==> config.mk <==
export PLATFORM = sky130hd
export DESIGN_NAME = keypad_scanner_flat
export DESIGN_NICKNAME = d
export VERILOG_FILES = /design/src/rtl/keypad_scanner_if.sv /design/src/rtl/keypad_scanner.sv /design/src/flat_wrapper.sv
export SDC_FILE = /design/constraint.sdc
export NUM_CORES = 1
export LEC_CHECK = 0
export ABC_AREA = 1
export ABC_CLOCK_PERIOD_IN_PS = 3100
export BUFFER_PORTS_ARGS = -buffer_cell sky130_fd_sc_hd__buf_2
export CAP_MARGIN = 20
export CORE_UTILIZATION = 45
export CTS_CLUSTER_SIZE = 24
export DETAILED_ROUTE_END_ITERATION = 6
export GPL_ROUTABILITY_DRIVEN = 1
export PLACE_DENSITY = 0.62
export SYNTH_ARGS = -nofsm -noshare
export SYNTH_HDL_FRONTEND = slang
export SYNTH_SLANG_ARGS = --single-unit
==> constraint.sdc <==
create_clock -name clk -period 3.1 [get_ports clk]
set_clock_uncertainty 0.1 [all_clocks]
set_input_delay 0.62 -clock clk [delete_from_list [all_inputs] [get_ports clk]]
set_output_delay 0.62 -clock clk [all_outputs]
set_load 0.01 [all_outputs]
==> src/rtl/keypad_scanner_if.sv <==
// keypad_scanner_if: keypad pins plus decoded key outputs of the scanner.
interface keypad_scanner_if;
  logic [3:0] cols;
  logic [3:0] rows;
  logic [3:0] key;
  logic       key_valid;
  logic       key_held;
  modport master (input cols, output rows, key, key_valid, key_held);
  modport slave (output cols, input rows, key, key_valid, key_held);
endinterface

==> src/rtl/keypad_scanner.sv <==
// keypad_scanner: 4x4 matrix keypad row scan with sweep-level debounce.
module keypad_scanner #(
  parameter int SCAN_DIV = 1000,
  parameter int DEBOUNCE_SCANS = 4
) (
  input logic clk,
  input logic reset,
  keypad_scanner_if.master kp
);
  localparam int DW = $clog2(SCAN_DIV);
  localparam logic [DW-1:0] LAST = DW'(SCAN_DIV - 1);
  localparam logic [3:0] DEB = 4'(DEBOUNCE_SCANS);
  typedef enum logic [1:0] {IDLE, PRESS_WAIT, HELD, REL_WAIT} state_t;
  state_t state;
  logic [DW-1:0] dwell;
  logic [3:0] sync1, sync2, hit, cand, cnt, code, acc_code, run_n, rel_n;
  logic [2:0] row_n, tot_raw;
  logic [1:0] row_idx, acc_n, col_c, tot;
  logic sample, sweep_done, single, none, go_cand;
  // acc_n saturates at 2 so a sweep only distinguishes none, one or many keys
  always_comb begin
    hit = ~sync2;
    row_n = {2'b0, hit[0]} + {2'b0, hit[1]} + {2'b0, hit[2]} + {2'b0, hit[3]};
    col_c = hit[0] ? 2'd0 : hit[1] ? 2'd1 : hit[2] ? 2'd2 : 2'd3;
    tot_raw = {1'b0, acc_n} + row_n;
    tot = tot_raw > 3'd1 ? 2'd2 : tot_raw[1:0];
    code = row_n == 3'd1 ? {row_idx, col_c} : acc_code;
    sample = dwell == LAST;
    sweep_done = sample && row_idx == 2'd3;
    single = tot == 2'd1;
    none = tot == 2'd0;
    go_cand = single && (state == IDLE || state == PRESS_WAIT || code != kp.key);
    run_n = (state == PRESS_WAIT && code == cand) ? cnt + {3'b0, cnt != 4'd15} : 4'd1;
    rel_n = state == REL_WAIT ? cnt + {3'b0, cnt != 4'd15} : 4'd1;
  end
  always_ff @(posedge clk or negedge reset)
    if (!reset) begin
      sync1 <= 4'hF;
      sync2 <= 4'hF;
      dwell <= '0;
      row_idx <= 2'd0;
      acc_n <= 2'd0;
      acc_code <= 4'd0;
      state <= IDLE;
      cand <= 4'd0;
      cnt <= 4'd0;
      kp.rows <= 4'b1110;
      kp.key <= 4'd0;
      kp.key_valid <= 1'b0;
      kp.key_held <= 1'b0;
    end else begin
      sync1 <= kp.cols;
      sync2 <= sync1;
      kp.key_valid <= 1'b0;
      if (sample) begin
        dwell <= '0;
        row_idx <= row_idx + 2'd1;
        kp.rows <= ~(4'b0001 << (row_idx + 2'd1));
        acc_n <= sweep_done ? 2'd0 : tot;
        acc_code <= sweep_done ? 4'd0 : code;
      end else
        dwell <= dwell + DW'(1);
      if (sweep_done) begin
        if (go_cand) begin
          if (run_n >= DEB) begin
            state <= HELD;
            cnt <= 4'd0;
            kp.key <= code;
            kp.key_valid <= 1'b1;
            kp.key_held <= 1'b1;
          end else begin
            state <= PRESS_WAIT;
            cand <= code;
            cnt <= run_n;
            kp.key_held <= 1'b0;
          end
        end else if (state == HELD || state == REL_WAIT) begin
          // roll-over (MULTI) and a bounce back to the held key both keep it held
          if (none && rel_n >= DEB) begin
            state <= IDLE;
            cnt <= 4'd0;
            kp.key_held <= 1'b0;
          end else begin
            state <= none ? REL_WAIT : HELD;
            cnt <= none ? rel_n : 4'd0;
          end
        end else begin
          state <= IDLE;
          cnt <= 4'd0;
        end
      end
    end
endmodule

==> src/flat_wrapper.sv <==
// flat-port wrapper written by rule: the top's interface ports become plain ports
module keypad_scanner_flat 
#(
  parameter int SCAN_DIV = 1000,
  parameter int DEBOUNCE_SCANS = 4
)
  (clk, reset, kp_cols, kp_rows, kp_key, kp_key_valid, kp_key_held);
  keypad_scanner_if kp_i ();
  input logic clk;
  input logic reset;
  input wire logic [$bits(kp_i.cols)-1:0] kp_cols;
  output wire logic [$bits(kp_i.rows)-1:0] kp_rows;
  output wire logic [$bits(kp_i.key)-1:0] kp_key;
  output wire logic [$bits(kp_i.key_valid)-1:0] kp_key_valid;
  output wire logic [$bits(kp_i.key_held)-1:0] kp_key_held;
  assign kp_i.cols = kp_cols;
  assign kp_rows = kp_i.rows;
  assign kp_key = kp_i.key;
  assign kp_key_valid = kp_i.key_valid;
  assign kp_key_held = kp_i.key_held;
  keypad_scanner #(.SCAN_DIV(SCAN_DIV), .DEBOUNCE_SCANS(DEBOUNCE_SCANS)) u_core (.clk(clk), .reset(reset), .kp(kp_i));
endmodule
==> metrics.md, run 1 <==
| Metric | Value |
|---|---|
| Num rows | `26` |
| Mux share of post-synthesis cell area | `0%` |
| Share of post-route cells with drive strength above 1 | `24.1%` |
| Register area | `1160 sq um` |
| Initial Util | `48.0%` |
| Syn Inst Count | `310` |
| Most frequent cells in the layout | `nand2_1, nand3_1, inv_1` |
| Gp weighted congestion | `0.895` |
| Post-Syn Area | `2530 sq um` |
| # fillers | `506` |
| Post-route cell area | `2960 sq um` |
| R2R setup slack | `0.16 ns` |
| IO buf count | `15` |
| Required @ worst endpoint | `3.21 ns` |
| Remaining antenna violation count after routing | `0` |
| Initial DRC Count | `144` |
| Root Driver | `clkbuf_8` |
| Period utilization | `94.9%` |
| Critical path fanouts, max | `6` |
| Outcome | `completed` |
| Critical-path cell list | `inv_2, ha_4, fa_2, ha_4, fa_2, xnor2_2, nand2_1, inv_2, nand2_2, inv_2, nand2_4, nor2_4, nand2_4, nand2_1, nand2_1` |
| Final Critical Period | `2.94 ns` |
| Register area share after synthesis | `46.0%` |
| Peak supply drop | `0.000202 V` |
| Worst-Skew Late Latency | `0.31 ns` |
| Post-Syn Nets | `329` |
| Clk slew on worst S/H paths | `0.09 ns` |
| Post-Synth XOR/XNOR Area | `1.73%` |
| Final Non-Filler Cells | `415` |
| Clk pwr share | `34.3%` |
| Critical Path End Type | `register` |
| Lkg Pwr | `1.54 nW` |
| Power Density | `405 nW/um^2` |
| CP startpoint kind | `register` |
| Tot Pwr | `1.20 mW` |
| TritonCTS Buffers | `5` |
| Worst-margin pin slew | `0.390 ns` |
| Initial antenna violation count | `0` |
| Diodes inserted | `0` |
| Setup bufs post-CTS | `0` |
| Core ar. | `5270 sq um` |
| Main combinational cell family by area after synthesis | `simple AND/OR/NAND/NOR gates` |
| RSZ-0062 raised after global routing | `yes` |
| Clk buf depth | `2` |
| Synthesized area per cell | `8.17 sq um` |
| Dpl ws | `-0.0574 ns` |
| Pre-Repair DR Iteration Count | `4` |
| Avg WL per Cell | `12.7 microns` |
| Hold crit path type | `in2async` |
| Rel. slew slack | `74.0%` |
| Mean number of vias per cell | `4.96` |
| Area of the multi-input gates | `1240 sq um` |
| Slowest cell delay on critical path | `0.55 ns` |
| Async SR Flop Fraction | `100%` |
| Hold_ws | `0.110 ns` |
| Final Max Tran Viols | `0` |
| MaxCap Viol Count | `0` |
| Synth Register Bits | `46` |
| DRC | `0` |
| Final worst setup slack | `0.160 ns` |
| Yosys cell types | `28` |
| Dpl cells | `407` |
| Reg power frac | `51.0%` |
| Total Nets Final | `363` |
| EDFF count, synth | `0` |
| Die W | `77 microns` |
| Adder-cell share of the synthesized area | `7.02%` |
| Gr usage total | `19.8%` |
| Slowest-stage cell, CP | `dfstp_2` |
| Number of global-route vias before repair | `1957` |
| Die Y | `77 microns` |
| Cell internal pwr | `0.879 mW` |
| Post-Synth Simple-Gate Area | `33.9%` |
| WL final | `5270 microns` |
| Final setup viols | `0` |
| CTS tree | `built` |
| Most common cell after layout, fill and taps aside | `nand2_1` |
| Synth Area in Compound Gates | `4.10%` |
| Hold Violations, Final | `0` |
| Grt total ovfl | `0` |
| Combinational share of power | `14.7%` |
| DR vias | `2059` |
| Max Fclk | `340 MHz` |
| Switching Fraction | `26.7%` |
| Die area | `5930 sq um` |
| Post-synth top flop | `dfrtp_1` |
| CP Class | `reg2reg` |
| Top-Level Pins | `16` |
| Pin count of the biggest net entering global routing | `22` |
| Cts hold-fix bufs | `0` |
| CTS H-tree lvls | `2` |
| Dpl hpwl | `3910 microns` |
| Warnings from Yosys | `0` |
| First-pass GRT wire length | `9140 microns` |
| Area grow syn2layout | `16.8%` |
| Clk sinks | `46` |
| Placed instance area | `2790 sq um` |
| CP arrival | `3.05 ns` |
| P_sw | `0.320 mW` |
-- through the flow --
stage / util, % / TNS, ns
4_1_cts: 55.2 / 0
3_5_place_dp: 53.0 / -0.379
5_1_grt: 56.1 / -0.0414
2_1_floorplan: - / 0
3_3_place_gp: 53.0 / -0.123
6_report: 56.1 / 0
-- worst max-delay path: cells and delay by family, from the launching register on --
kind	cells	cell delay, ns
simple gates	7	0.59
buf+inv	3	0.17
flops	1	0.55
fa+ha+maj	4	1.29
xor+xnor	1	0.15
-- repair_timing --
action	CTS	global route
gates resized for setup	1	14
setup endpoints to repair	10	14
pin swaps	2	7
-- power by group through the flow --
stage	combinational (mW)	sequential, mW	clock [mW]
detailed placement	0.161	0.622	0
CTS	0.165	0.611	0.429
global placement	0.159	0.622	0
floorplan	0.108	0.622	0
global route	0.197	0.612	0.445
finish	0.176	0.611	0.412
-- sequential cells by signal, indices dropped and copies added (netlist names), 4 cells and up --
| signal | flops |
|---|---|
| u_core.sync1 | 4 |
| u_core.cand | 4 |
| u_core.dwell | 10 |
| u_core.cnt | 4 |
| u_core.acc_code | 4 |
| u_core.kp.key | 4 |
| u_core.sync2 | 4 |
| u_core.kp.rows | 4 |
-- cells in the mapped netlist (2+ instances only) --
| cell type | instances | area [sq um] |
|---|---|---|
| clkbuf_1 | 2 | 7.51 |
| nand3_2 | 3 | 30.0 |
| nand2_4 | 5 | 56.3 |
| ha_1 | 11 | 138 |
| nor3_1 | 4 | 20.0 |
| nand4_1 | 3 | 18.8 |
| nand2_1 | 84 | 315 |
| nand3_1 | 41 | 205 |
| inv_1 | 45 | 169 |
| fa_1 | 2 | 40.0 |
| a21oi_1 | 6 | 30.0 |
| o21ai_0 | 12 | 60.1 |
| dfrtp_1 | 35 | 876 |
| nor2_1 | 25 | 93.8 |
| xnor2_1 | 2 | 17.5 |
| xor2_1 | 3 | 26.3 |
| nand2_2 | 2 | 12.5 |
| dfstp_2 | 11 | 289 |
| nor2_4 | 5 | 56.3 |
-- kinds of logic after synthesis --
| family | Yosys count |
|---|---|
| AO/OA/AOI/OAI | 20 |
| XOR/XNOR | 5 |
| adder cells (fa/ha/maj) | 13 |
| buffers and inverters | 49 |
| flip-flops | 46 |
| AND/OR/NAND/NOR | 177 |
-- final timing paths --
kind	startpoint	endpoint	depth (start not counted)
max	u_core.sync2[1]	u_core.kp.key[3]	15
min	reset	u_core.dwell[7]	1
max reg2reg	u_core.sync2[1]	u_core.kp.key[3]	15
min reg2reg	u_core.sync1[3]	u_core.sync2[3]	0
max in group asynchronous	reset	u_core.sync2[0]	2
min in group clk	u_core.sync1[3]	u_core.sync2[3]	0
-- layout make-up --
class,count,share of cell area [%]
sequential,46,39.4
clock buffer,7,3.26
multi-input combinational,215,42.0
tap,70,2.96
inverter,47,5.97
timing repair buffer,29,6.09
clock inverter,1,0.296
-- metal layers --
metal / wire, microns / global-route usage [%] / up-vias / share of wire (%)
met2: 2350 / 30.3 / 38 / 44
met4: 149 / 10.0 / 0 / 2.8
met3: 175 / 4.17 / 13 / 3.3
li1: - / - / 1050 / -
met5: 0 / 0 / - / 0
met1: 2600 / 26.7 / 958 / 49
Note: power is estimated with default switching activity, not from simulation.
==> run 2, diff against run 1 <==
--- a/config.mk
+++ b/config.mk
@@ -9,6 +9,7 @@
 export ABC_CLOCK_PERIOD_IN_PS = 3100
 export BUFFER_PORTS_ARGS = -buffer_cell sky130_fd_sc_hd__buf_2
 export CAP_MARGIN = 20
+export CORE_MARGIN = 3
 export CORE_UTILIZATION = 45
 export CTS_CLUSTER_SIZE = 24
 export DETAILED_ROUTE_END_ITERATION = 6
==> run 2 against run 1 <==
  * Worst hold slack better by 0.15 ns
  * Sequential power hardly changed
  * Maximum frequency down 1.1%
  * Register-to-register slack lost 0.03 ns
  * First-iteration DRC count up 4.9%
  * Total power fell by 2.0%
  * Via count is 1.2% lower
  * Critical endpoint is now u_core.state[0]
  * Sequential cell count stayed put
  * Count of clock-buffer cells in the layout unchanged
  * Worst setup slack got worse by 0.034 ns
  * Critical path depth grew 1
==> metrics.md, run 2 (synthesized netlist as in run 1, its figures left out) <==
| Metric | Value |
|---|---|
| CP arrival | `3.05 ns` |
| Clk buf depth | `2` |
| IO buf count | `15` |
| Die Y | `81 microns` |
| Post-route cell area | `3000 sq um` |
| Die W | `81 microns` |
| Pin count of the biggest net entering global routing | `47` |
| RSZ-0062 raised after global routing | `yes` |
| Gr usage total | `17.4%` |
| Die area | `6560 sq um` |
| Critical Path End Type | `register` |
| Grt total ovfl | `0` |
| Worst-Skew Late Latency | `0.30 ns` |
| Gp weighted congestion | `0.904` |
| Cell internal pwr | `0.858 mW` |
| CTS tree | `built` |
| Number of global-route vias before repair | `1885` |
| Root Driver | `clkbuf_8` |
| WL final | `5060 microns` |
| Worst setup endpoint | `u_core.state[0]` |
| Reg power frac | `52.0%` |
| Period utilization | `96.0%` |
| CP startpoint | `u_core.sync2[1]` |
| CP Class | `reg2reg` |
| Rel. slew slack | `61.3%` |
| Num rows | `26` |
| R2R setup slack | `0.13 ns` |
| Clk slew on worst S/H paths | `0.08 ns` |
| Most common cell after layout, fill and taps aside | `nand2_1` |
| Total Nets Final | `363` |
| Diodes inserted | `0` |
| DRC | `0` |
| Final setup viols | `0` |
| Reg2reg start | `u_core.sync2[1]` |
| Initial Util | `48.0%` |
| Worst-margin pin slew | `0.581 ns` |
| Tot Pwr | `1.17 mW` |
| CTS H-tree lvls | `2` |
| Hold crit path type | `reg2reg` |
| Clk sinks | `46` |
| Max Fclk | `336 MHz` |
| Avg WL per Cell | `12.2 microns` |
| Most frequent cells in the layout | `nand2_1, inv_1, nand3_1` |
| P_sw | `0.316 mW` |
| Share of post-route cells with drive strength above 1 | `27.5%` |
| Reg2Reg Depth | `16` |
| Final Critical Period | `2.97 ns` |
| Top-Level Pins | `16` |
| Dpl hpwl | `3770 microns` |
| Mean number of vias per cell | `4.90` |
| Area grow syn2layout | `18.7%` |
| Final Non-Filler Cells | `415` |
| Initial DRC Count | `151` |
| CP startpoint kind | `register` |
| DR vias | `2034` |
| Peak supply drop | `0.000180 V` |
| Critical path fanouts, max | `7` |
| Pre-Repair DR Iteration Count | `4` |
| First-pass GRT wire length | `8730 microns` |
| Core ar. | `5270 sq um` |
| Remaining antenna violation count after routing | `0` |
| Cts hold-fix bufs | `0` |
| MaxCap Viol Count | `0` |
| Placed instance area | `2790 sq um` |
| Clk pwr share | `32.1%` |
| Final Max Tran Viols | `0` |
| Outcome | `completed` |
| Hold Violations, Final | `0` |
| Max reg flops | `10` |
| Dpl cells | `406` |
| Initial antenna violation count | `0` |
| Required @ worst endpoint | `3.18 ns` |
| TritonCTS Buffers | `5` |
| Top reg by flops | `u_core.dwell` |
| Switching Fraction | `26.9%` |
| Lkg Pwr | `1.55 nW` |
| Power Density | `391 nW/um^2` |
| R2r endpoint | `u_core.state[0]` |
| Combinational share of power | `15.8%` |
run 2: layout make-up:
class                   instances  area [sq um]
well taps                      70          87.6
clock buffers                   7          86.3
fillers                       503          2270
inverters                      47           176
repair buffers                 29           180
clock inverters                 1          5.00
flip-flops and latches         46          1160
multi-input cells             215          1300
run 2: routing by layer:
metal  up-vias  track usage [%]  wire length (microns)
met4         0             5.57                     69
li1       1053                -                      -
met2        34             27.1                   2230
met5         -                0                      0
met3         7             3.66                    221
met1       940             24.2                   2550
run 2: how the worst min path moves through the flow:
stage	start	end	slack, ns	cells after the start
after CTS	u_core.sync1[0]	u_core.sync2[0]	0.26	0
final	u_core.sync1[0]	u_core.sync2[0]	0.26	0
after global placement	u_core.sync1[1]	u_core.sync2[1]	0.25	0
after detailed placement	u_core.sync1[0]	u_core.sync2[0]	0.25	0
after floorplan	reset	u_core.acc_code[0]	0.22	0
after global routing	u_core.sync1[1]	u_core.sync2[1]	0.26	0
run 2: power groups by stage:
stage          Sequential (mW)  Clock [mW]  Combinational (mW)
6_report                 0.611       0.377               0.186
3_3_place_gp             0.622           0               0.157
3_5_place_dp             0.622           0               0.160
2_1_floorplan            0.622           0               0.108
4_1_cts                  0.611       0.395               0.165
5_1_grt                  0.612       0.418               0.211
run 2: repair_timing:
| item | in CTS | in global routing |
|---|---|---|
| setup endpoints to repair | 11 | 14 |
| pin swaps | 1 | 21 |
| setup buffers | 0 | 1 |
| gates resized for setup | 2 | 29 |
run 2: stage by stage:
stage / utilization, % / setup TNS [ns] / setup WS [ns] / hold WS (ns)
floorplan: - / 0 / 0.00446 / 0.224
global placement: 52.9 / -0.120 / -0.0181 / 0.246
detailed placement: 52.9 / -0.490 / -0.0862 / 0.249
CTS: 54.8 / 0 / 0.00690 / 0.261
global route: 57.0 / -0.442 / -0.0659 / 0.263
finish: 57.0 / 0 / 0.125 / 0.260
run 2: critical path, stage by stage (launching register included):
cell and delay, ns:
dfstp_2 0.54, inv_2 0.05, ha_4 0.23, fa_2 0.35, ha_4 0.27, nor2_4 0.22, nand2_4 0.14, nand2_4 0.11
nand2_4 0.07, nand2_2 0.07, nand2_2 0.06, nor2_4 0.13, nand3_2 0.11, nor2_4 0.16, nor2_4 0.07, nand2_4 0.10
nand3_2 0.07
